**src/rtl/taxi_eth_phy_10g_tx_gbx_if.sv**
```systemverilog
// Bus between the 10G PHY TX interface, the 66:DATA_W TX gearbox and the raw-mode SERDES.
// master = upstream block source / line sink, slave = the gearbox.
interface taxi_eth_phy_10g_tx_gbx_if #(
    parameter int DATA_W = 64,
    parameter int HDR_W  = 2
);
    logic [DATA_W-1:0] in_data;
    logic              in_data_valid;
    logic [HDR_W-1:0]  in_hdr;
    logic              in_hdr_valid;
    logic              in_gbx_sync;
    logic              gbx_req_sync;
    logic              gbx_req_stall;
    logic [DATA_W-1:0] out_data;
    logic              out_data_valid;

    modport master (
        output in_data, in_data_valid, in_hdr, in_hdr_valid, in_gbx_sync,
        input  gbx_req_sync, gbx_req_stall, out_data, out_data_valid
    );

    modport slave (
        input  in_data, in_data_valid, in_hdr, in_hdr_valid, in_gbx_sync,
        output gbx_req_sync, gbx_req_stall, out_data, out_data_valid
    );
endinterface

```
**src/rtl/taxi_eth_phy_10g_tx_gbx.sv**
```systemverilog
// 66:DATA_W TX gearbox: packs 64b/66b blocks into line words over a 33-slot sequence.
// Optional TAXI_ETH_TX_GBX_ERR_CNT_EN adds a saturating stat_err_count output.
module taxi_eth_phy_10g_tx_gbx #(
    parameter int DATA_W   = 64,
    parameter int HDR_W    = 2,
    parameter int REQ_LEAD = 1
) (
    input  logic                     clk,
    input  logic                     rst,
    taxi_eth_phy_10g_tx_gbx_if.slave bus,
    output logic                     stat_err
`ifdef TAXI_ETH_TX_GBX_ERR_CNT_EN
    ,
    output logic [15:0]              stat_err_count
`endif
);
    localparam int IN_W  = DATA_W + HDR_W;
    localparam int BUF_W = 2 * DATA_W;
    localparam int CNT_W = $clog2(BUF_W + 1);
    localparam int SEQ_W = 6;
    localparam logic [SEQ_W-1:0] SEQ_STALL  = 6'd32;
    localparam bit               HALF_BLOCK = (DATA_W == 32);

    generate
        if (DATA_W != 32 && DATA_W != 64) begin : g_bad_data_w
            $fatal(1, "taxi_eth_phy_10g_tx_gbx: DATA_W must be 32 or 64");
        end
        if (HDR_W != 2) begin : g_bad_hdr_w
            $fatal(1, "taxi_eth_phy_10g_tx_gbx: HDR_W must be 2");
        end
        if (REQ_LEAD < 0 || REQ_LEAD > 32) begin : g_bad_req_lead
            $fatal(1, "taxi_eth_phy_10g_tx_gbx: REQ_LEAD must be 0..32");
        end
    endgenerate

    logic [SEQ_W-1:0]  seq_reg, seq_next;
    logic [CNT_W-1:0]  cnt_reg, cnt_next;
    logic [BUF_W-1:0]  buf_reg, buf_next;
    logic [DATA_W-1:0] out_data_reg;
    logic              out_valid_reg;
    logic              err_reg, err_next;
    logic              armed_reg;

    logic              stall_slot;
    logic              hdr_slot;
    logic [IN_W-1:0]   in_bits;
    logic [CNT_W-1:0]  in_len;
    logic [BUF_W-1:0]  merged;
    logic              err_underrun, err_stall, err_hdr, err_sync;
    logic [SEQ_W:0]    lead_sum;
    logic [SEQ_W-1:0]  lead_slot;

    // Packing: the slot number alone decides how many bits are appended, so an
    // underrun or a bad header-valid never shifts the line alignment.
    always_comb begin
        stall_slot = (seq_reg == SEQ_STALL);
        hdr_slot   = HALF_BLOCK ? !seq_reg[0] : 1'b1;
        in_bits    = '0;
        in_len     = '0;
        if (!stall_slot) begin
            in_len = hdr_slot ? CNT_W'(IN_W) : CNT_W'(DATA_W);
            if (bus.in_data_valid) begin
                if (hdr_slot) begin
                    in_bits = {bus.in_data, bus.in_hdr};
                end else begin
                    in_bits = {{HDR_W{1'b0}}, bus.in_data};
                end
            end
        end
        merged   = buf_reg | ({{(BUF_W-IN_W){1'b0}}, in_bits} << cnt_reg);
        buf_next = merged >> DATA_W;
        cnt_next = cnt_reg + in_len - CNT_W'(DATA_W);
        seq_next = stall_slot ? '0 : seq_reg + SEQ_W'(1);
    end

    always_comb begin
        err_underrun = !stall_slot && !bus.in_data_valid;
        err_stall    = stall_slot && bus.in_data_valid;
        err_hdr      = HALF_BLOCK && !stall_slot && (bus.in_hdr_valid != hdr_slot);
        err_sync     = armed_reg && bus.in_data_valid && (bus.in_gbx_sync != (seq_reg == '0));
        err_next     = err_underrun || err_stall || err_hdr || err_sync;
    end

    always_comb begin
        lead_sum  = {1'b0, seq_reg} + 7'(REQ_LEAD);
        lead_slot = (lead_sum >= 7'd33) ? SEQ_W'(lead_sum - 7'd33) : lead_sum[SEQ_W-1:0];
    end

    assign bus.gbx_req_stall  = !rst && (lead_slot == SEQ_STALL);
    assign bus.gbx_req_sync   = !rst && (lead_slot == '0);
    assign bus.out_data       = out_data_reg;
    assign bus.out_data_valid = out_valid_reg;
    assign stat_err           = err_reg;

    // The sync check arms at the end of the first full sequence after reset.
    always_ff @(posedge clk) begin
        if (rst) begin
            seq_reg       <= '0;
            cnt_reg       <= '0;
            buf_reg       <= '0;
            out_data_reg  <= '0;
            out_valid_reg <= 1'b0;
            err_reg       <= 1'b0;
            armed_reg     <= 1'b0;
        end else begin
            seq_reg       <= seq_next;
            cnt_reg       <= cnt_next;
            buf_reg       <= buf_next;
            out_data_reg  <= merged[DATA_W-1:0];
            out_valid_reg <= 1'b1;
            err_reg       <= err_next;
            if (stall_slot) begin
                armed_reg <= 1'b1;
            end
        end
    end

`ifdef TAXI_ETH_TX_GBX_ERR_CNT_EN
    logic [15:0] err_count_reg;

    always_ff @(posedge clk) begin
        if (rst) begin
            err_count_reg <= '0;
        end else if (err_next && (err_count_reg != 16'hFFFF)) begin
            err_count_reg <= err_count_reg + 16'd1;
        end
    end

    assign stat_err_count = err_count_reg;
`endif
endmodule

```
**src/flat_wrapper.sv**
```systemverilog
// flat-port wrapper written by rule: the top's interface ports become plain ports
module taxi_eth_phy_10g_tx_gbx_flat 
#(
    parameter int DATA_W   = 64,
    parameter int HDR_W    = 2,
    parameter int REQ_LEAD = 1
)
  (clk, rst, stat_err, bus_in_data, bus_in_data_valid, bus_in_hdr, bus_in_hdr_valid, bus_in_gbx_sync, bus_gbx_req_sync, bus_gbx_req_stall, bus_out_data, bus_out_data_valid);
  taxi_eth_phy_10g_tx_gbx_if #(.DATA_W(DATA_W), .HDR_W(HDR_W)) bus_i ();
  input  logic clk;
  input  logic rst;
  output logic stat_err;
  input wire logic [$bits(bus_i.in_data)-1:0] bus_in_data;
  input wire logic [$bits(bus_i.in_data_valid)-1:0] bus_in_data_valid;
  input wire logic [$bits(bus_i.in_hdr)-1:0] bus_in_hdr;
  input wire logic [$bits(bus_i.in_hdr_valid)-1:0] bus_in_hdr_valid;
  input wire logic [$bits(bus_i.in_gbx_sync)-1:0] bus_in_gbx_sync;
  output wire logic [$bits(bus_i.gbx_req_sync)-1:0] bus_gbx_req_sync;
  output wire logic [$bits(bus_i.gbx_req_stall)-1:0] bus_gbx_req_stall;
  output wire logic [$bits(bus_i.out_data)-1:0] bus_out_data;
  output wire logic [$bits(bus_i.out_data_valid)-1:0] bus_out_data_valid;
  assign bus_i.in_data = bus_in_data;
  assign bus_i.in_data_valid = bus_in_data_valid;
  assign bus_i.in_hdr = bus_in_hdr;
  assign bus_i.in_hdr_valid = bus_in_hdr_valid;
  assign bus_i.in_gbx_sync = bus_in_gbx_sync;
  assign bus_gbx_req_sync = bus_i.gbx_req_sync;
  assign bus_gbx_req_stall = bus_i.gbx_req_stall;
  assign bus_out_data = bus_i.out_data;
  assign bus_out_data_valid = bus_i.out_data_valid;
  taxi_eth_phy_10g_tx_gbx #(.DATA_W(DATA_W), .HDR_W(HDR_W), .REQ_LEAD(REQ_LEAD)) u_core (.clk(clk), .rst(rst), .bus(bus_i), .stat_err(stat_err));
endmodule
```
**config.mk**
```make
export PLATFORM = sky130hd
export DESIGN_NAME = taxi_eth_phy_10g_tx_gbx_flat
export DESIGN_NICKNAME = d
export VERILOG_FILES = /design/src/rtl/taxi_eth_phy_10g_tx_gbx_if.sv /design/src/rtl/taxi_eth_phy_10g_tx_gbx.sv /design/src/flat_wrapper.sv
export SDC_FILE = /design/constraint.sdc
export NUM_CORES = 1
export LEC_CHECK = 0
export BUFFER_PORTS_ARGS = -buffer_cell sky130_fd_sc_hd__buf_2
export CORE_UTILIZATION = 53
export CTS_CLUSTER_SIZE = 25
export DETAILED_ROUTE_END_ITERATION = 8
export GPL_ROUTABILITY_DRIVEN = 0
export HOLD_SLACK_MARGIN = 0.15
export PLACE_DENSITY = 0.78
export SKIP_CTS_REPAIR_TIMING = 1
export SLEW_MARGIN = 20
export SYNTH_ARGS = -nofsm -noshare
export SYNTH_HDL_FRONTEND = slang
export SYNTH_SLANG_ARGS = --single-unit
```
**constraint.sdc**
```tcl
create_clock -name clk -period 2.3 [get_ports clk]
set_input_delay 0.46 -clock clk [delete_from_list [all_inputs] [get_ports clk]]
set_output_delay 0.46 -clock clk [all_outputs]
set_load 0.02 [all_outputs]
```
# Yosys cells after proc, flatten, opt, wreduce, memory -nomap -nowiden
# Cells that the tools add are included.
word_totals:
  out_inout_bits: 68
  elab_cells: 38
  ff_bits: 209
classes:
  reduce_logical: 14
  shifts: 1
  n_eq_ne: 3
  addsub: 5
  n_lt_le_gt_ge: 1
  bitwise: 1
  mux: 5
ops:
  columns: ["operator", "count"]
  rows:
  - ["66-bit 2-to-1 mux", 2]
  - ["128-bit bitwise OR", 1]
  - ["66-bit by 8-bit << shifter with 128-bit output", 1]
  - ["6-bit equality test (second input constant)", 2]
  - ["6-bit logical NOT", 2]
  - ["8-bit by 7-bit adder with 8-bit output", 1]
  - ["8-bit by 7-bit subtractor with 8-bit output (second input constant)", 1]
  - ["6-bit by 1-bit adder with 7-bit output (second input constant)", 1]
  - ["7-bit by 6-bit >= comparator with 1-bit output (second input constant)", 1]
  - ["7-bit 2-to-1 mux", 1]
  - ["6-bit by 1-bit adder with 6-bit output (second input constant)", 1]
  - ["1-bit logical AND", 6]
  - ["6-bit 2-to-1 mux", 1]
  - ["6-bit subtractor (second input constant)", 1]
  - ["1-bit logical NOT", 3]
  - ["1-bit logical OR", 2]
  - ["2-bit OR reduction", 1]
  - ["1-bit 2-to-1 mux", 1]
  - ["1-bit inequality test", 1]

# Longest topological paths before layout
logic_depth:
  ltp_word: 5
  mapped_depth: 10

# Worst setup path after synthesis
# Ideal clock, no wire load.
synth_timing:
  path_type: "register -> output"
  from: "register u_core.seq_reg[0]"
  to: "output port bus_gbx_req_stall"
  stages_incl_launch_ff: 8
  required_ps: 1840
  arrival_time_ps: 2113
  setup_slack_ps: -273
  path_cell_list: "dfxtp_1 ha_1 buf_1 nand3_1 xor2_1 nor3b_1 nand2_1 nor4_1"
synth_via:
  elab_chain_cells: 5
synth_lines:
  columns: ["element", "line_no", "text"]
  rows:
  - ["start: declaration", "taxi_eth_phy_10g_tx_gbx.sv:36", "logic [SEQ_W-1:0] seq_reg, seq_next;"]
  - ["start signal: assignment", "taxi_eth_phy_10g_tx_gbx.sv:106", "seq_reg <= seq_next;"]
  - ["6-bit by 1-bit adder with 7-bit output (*)", "taxi_eth_phy_10g_tx_gbx.sv:85", "lead_sum = {1'b0, seq_reg} + 7'(REQ_LEAD);"]
  - ["6-bit subtractor / 7-bit by 6-bit >= comparator with 1-bit output (equally long branches)", "taxi_eth_phy_10g_tx_gbx.sv:86", "lead_slot = (lead_sum >= 7'd33) ? SEQ_W'(lead_sum - 7'd33) : lead_sum[SEQ_W-1:0];"]
  - ["6-bit 2-to-1 mux (*)", "taxi_eth_phy_10g_tx_gbx.sv:86", null]
  - ["6-bit equality test (*)", "taxi_eth_phy_10g_tx_gbx.sv:89", "assign bus.gbx_req_stall = !rst && (lead_slot == SEQ_STALL);"]
  - ["1-bit logical AND (*)", "taxi_eth_phy_10g_tx_gbx.sv:89", null]
  - ["end: declaration", "flat_wrapper.sv:19", "output wire logic [$bits(bus_i.gbx_req_stall)-1:0] bus_gbx_req_stall;"]
# Every way passes the cells marked *; elsewhere a longest branch is shown, timed or not.

# Worst setup path in the final report
# Ends and elaborated chain as after synthesis.

==> impl_metrics.yaml <==
timing:
  clock_skew_ns: 0.0101
  slew_viol_final: 0
  post-route-min-period_ns: 2.56
  tns_ns: -0.824
  setup_ws_ns: -0.258
  tightest_slew_ns: 0.706
  max_slew_margin: 0.517
  fin_crit_sh: 1.11
  setup_viol: 10
  fmax_mhz: 391
  rsz0062_at_grt: "yes"
  hold_slack_ns: 0.375
  finalHoldViolations: 0
run:
  maxCapViolations: 0
synthesis:
  ys_seq_area_frac: 0.309
  post-synth-top-count-cell: "dfxtp_1"
  synth_edf_count: 0
  synth.cell_area_mm2: 0.00933
  synthTopCellsByArea: "dfxtp_1 31%, mux4_2 15%, mux2i_1 5.9%"
  netlist.area_leader.share: 0.309
  ys_types: 69
  yosys_warnings: 0
  ys_seq_elements: 144
  syn_nets: 1099
  synthCells: 1022
  ys_top_cells_by_count: "144 x dfxtp_1, 117 x nand2_1, 94 x nor2_1, 63 x mux4_2, 57 x a21oi_1"
  avgSynthCellArea_um2: 9.12
  synth_top_flop_cell: "dfxtp_1"
  async_flop_share: 0
  yosys.area.top_type: "dfxtp_1"
power_and_ir_drop:
  cellPowerDensity_mw_per_mm2: 657
  p_total_mw: 8.27
  p_leak_nw: 5.13
  ir_drop_v: 0.000561
placed_design:
  dpl_cell_area_mm2: 0.0113
  hpwl_mm: 26.6
  io_buffers: 137
layout:
  antenna_cells: 0
  final_area_mm2: 0.0126
  area_delta_synth_final_pct: 34.9
  nets: 1363
  drive_gt1_frac: 0.407
  fin_util: 0.730
drt:
  route.detailed.drc: 50
  vias: 10667
  drtIter0Drc: 1885
  first_pass_iters: 9
  viasPerCell: 7.00
  antenna_left: 0
  wl_mm: 37.3
  wl_per_cell_um: 24.5
worst_setup_path:
  worst-r2r-setup-slack_ns: -0.13
  cp-end-kind: "primary output"
  critPathLaunchType: "flip-flop"
  crit_required_ns: 1.84
  r2r_end: "u_core.buf_reg[2]"
  crit_fanout: 7
  worst-r2r-cell-count: 8
  critPathKind: "reg2out"
  timing.rr.start: "u_core.cnt_reg[1]"
  crit_arrival_ns: 2.10
global_route:
  grt_start_max_net_pins: 52
  grt_pass1_wl_mm: 53.9
  gr-total-overflow: 0
  grt_pass1_vias: 9459
  grt.total_usage: 0.393
  antenna_found_initial: 0
outcome:
  outcome: "finished with violations"
  violations: "DRC, setup timing"
clock_tree:
  clk_path_buf_depth: 2
  cts_root_buffer: "clkbuf_16"
  numCtsBuffers: 17
  cts_sinks: 144
  cts_tree: "built"
  cts_max_level: 4
  clkLatencyLatePin_ns: 0.43
  clkTransAtPathRegs_ns: 0.06
worst_hold_path:
  min_to: "u_core.seq_reg[0]"
  min_path_type: "in2reg"
  hold_path_depth: 2
  hp-start: "rst"
floorplan:
  rows: 48
  start_util: 0.541
  fp.dieW_um: 135
  io_pins: 139
  core-area_mm2: 0.0172
  dieArea_mm2: 0.0181
  die_height_um: 135
-- stage by stage --
| stage | setup WS (ns) | cells |
|---|---|---|
| finish | -0.258 | 1524 |
| global route | -0.356 | 1524 |
| CTS | -0.479 | 1503 |
| detailed placement | -0.0983 | 1471 |
| global placement | -0.0691 | 1471 |
| floorplan | 0.00188 | 1022 |
-- per-layer routing --
metal | routed length [µm] | up-vias | GRT usage | part of all wire
li1 | - | 4417 | - | -
met1 | 13100 | 4848 | 0.498 | 0.35
met2 | 15800 | 1076 | 0.574 | 0.42
met3 | 5550 | 326 | 0.134 | 0.15
met4 | 2920 | 0 | 0.242 | 0.078
met5 | 0 | - | 0.0111 | 0
-- worst max-delay path, cell delays in order (launching register included) --
cell and delay, ns:
dfxtp_2 0.32, buf_6 0.13, ha_4 0.16, buf_6 0.13
a211oi_2 0.19, o211ai_1 0.14, buf_4 0.18, nor4_4 0.25
buf_4 0.18
-- cell families after synthesis --
group | synth area share
buffers and inverters | 0.0514
and+or+nand+nor | 0.158
AOI/OAI and AO/OA | 0.201
muxes | 0.263
DFF | 0.309
adders and majority gates | 0.00805
xor gates and xnor gates | 0.00939
-- worst max-delay path by stage --
stage                      start                       to  slack [ns]  cells past startpoint
3_5_place_dp   u_core.cnt_reg[1]  u_core.bus.out_data[42]        -0.1                      7
3_3_place_gp   u_core.cnt_reg[1]        u_core.buf_reg[3]       -0.07                      6
6_report       u_core.seq_reg[0]        bus_gbx_req_stall       -0.26                      8
5_1_grt        u_core.seq_reg[0]        bus_gbx_req_stall       -0.36                      8
2_1_floorplan  u_core.seq_reg[0]        bus_gbx_req_stall       0.002                      7
4_1_cts        u_core.seq_reg[0]        bus_gbx_req_stall       -0.48                      8
-- where the power goes --
group          switching [mW]  internal, mW
sequential             0.0331          2.61
clock                    1.09          1.91
combinational            1.52          1.11
-- layout make-up --
class                      count  area, µm²
sequential                   144       2890
multi-input combinational    775       6310
timing repair buffer         329       2380
tap                          225        282
inverter                      19       75.1
clock buffer                  20        467
clock inverter                12        179
fill                        1159       4660
-- placed cells by master (no fill, tap or decap), drive strengths merged, types with 7 or more instances in the layout --
cell    Yosys  layout
a21oi      57      57
o22ai      18      18
a22oi      23      23
buf        44     329
or3         7       7
o32ai       7       7
a31oi      20      20
mux4       63      63
clkbuf     40      20
nor3       21      21
a221o      11      11
or2         7       7
o211ai     16      16
a32oi      12      12
mux2       43      43
o221ai     20      20
o21ai      43      43
nor2       95      95
nor2b      15      15
nand3      32      32
nand2     117     117
dfxtp     144     144
inv        15      18
mux2i      55      55
nand2b     10      10
nor4        8       8
Note: power is estimated with default switching activity, not from simulation.
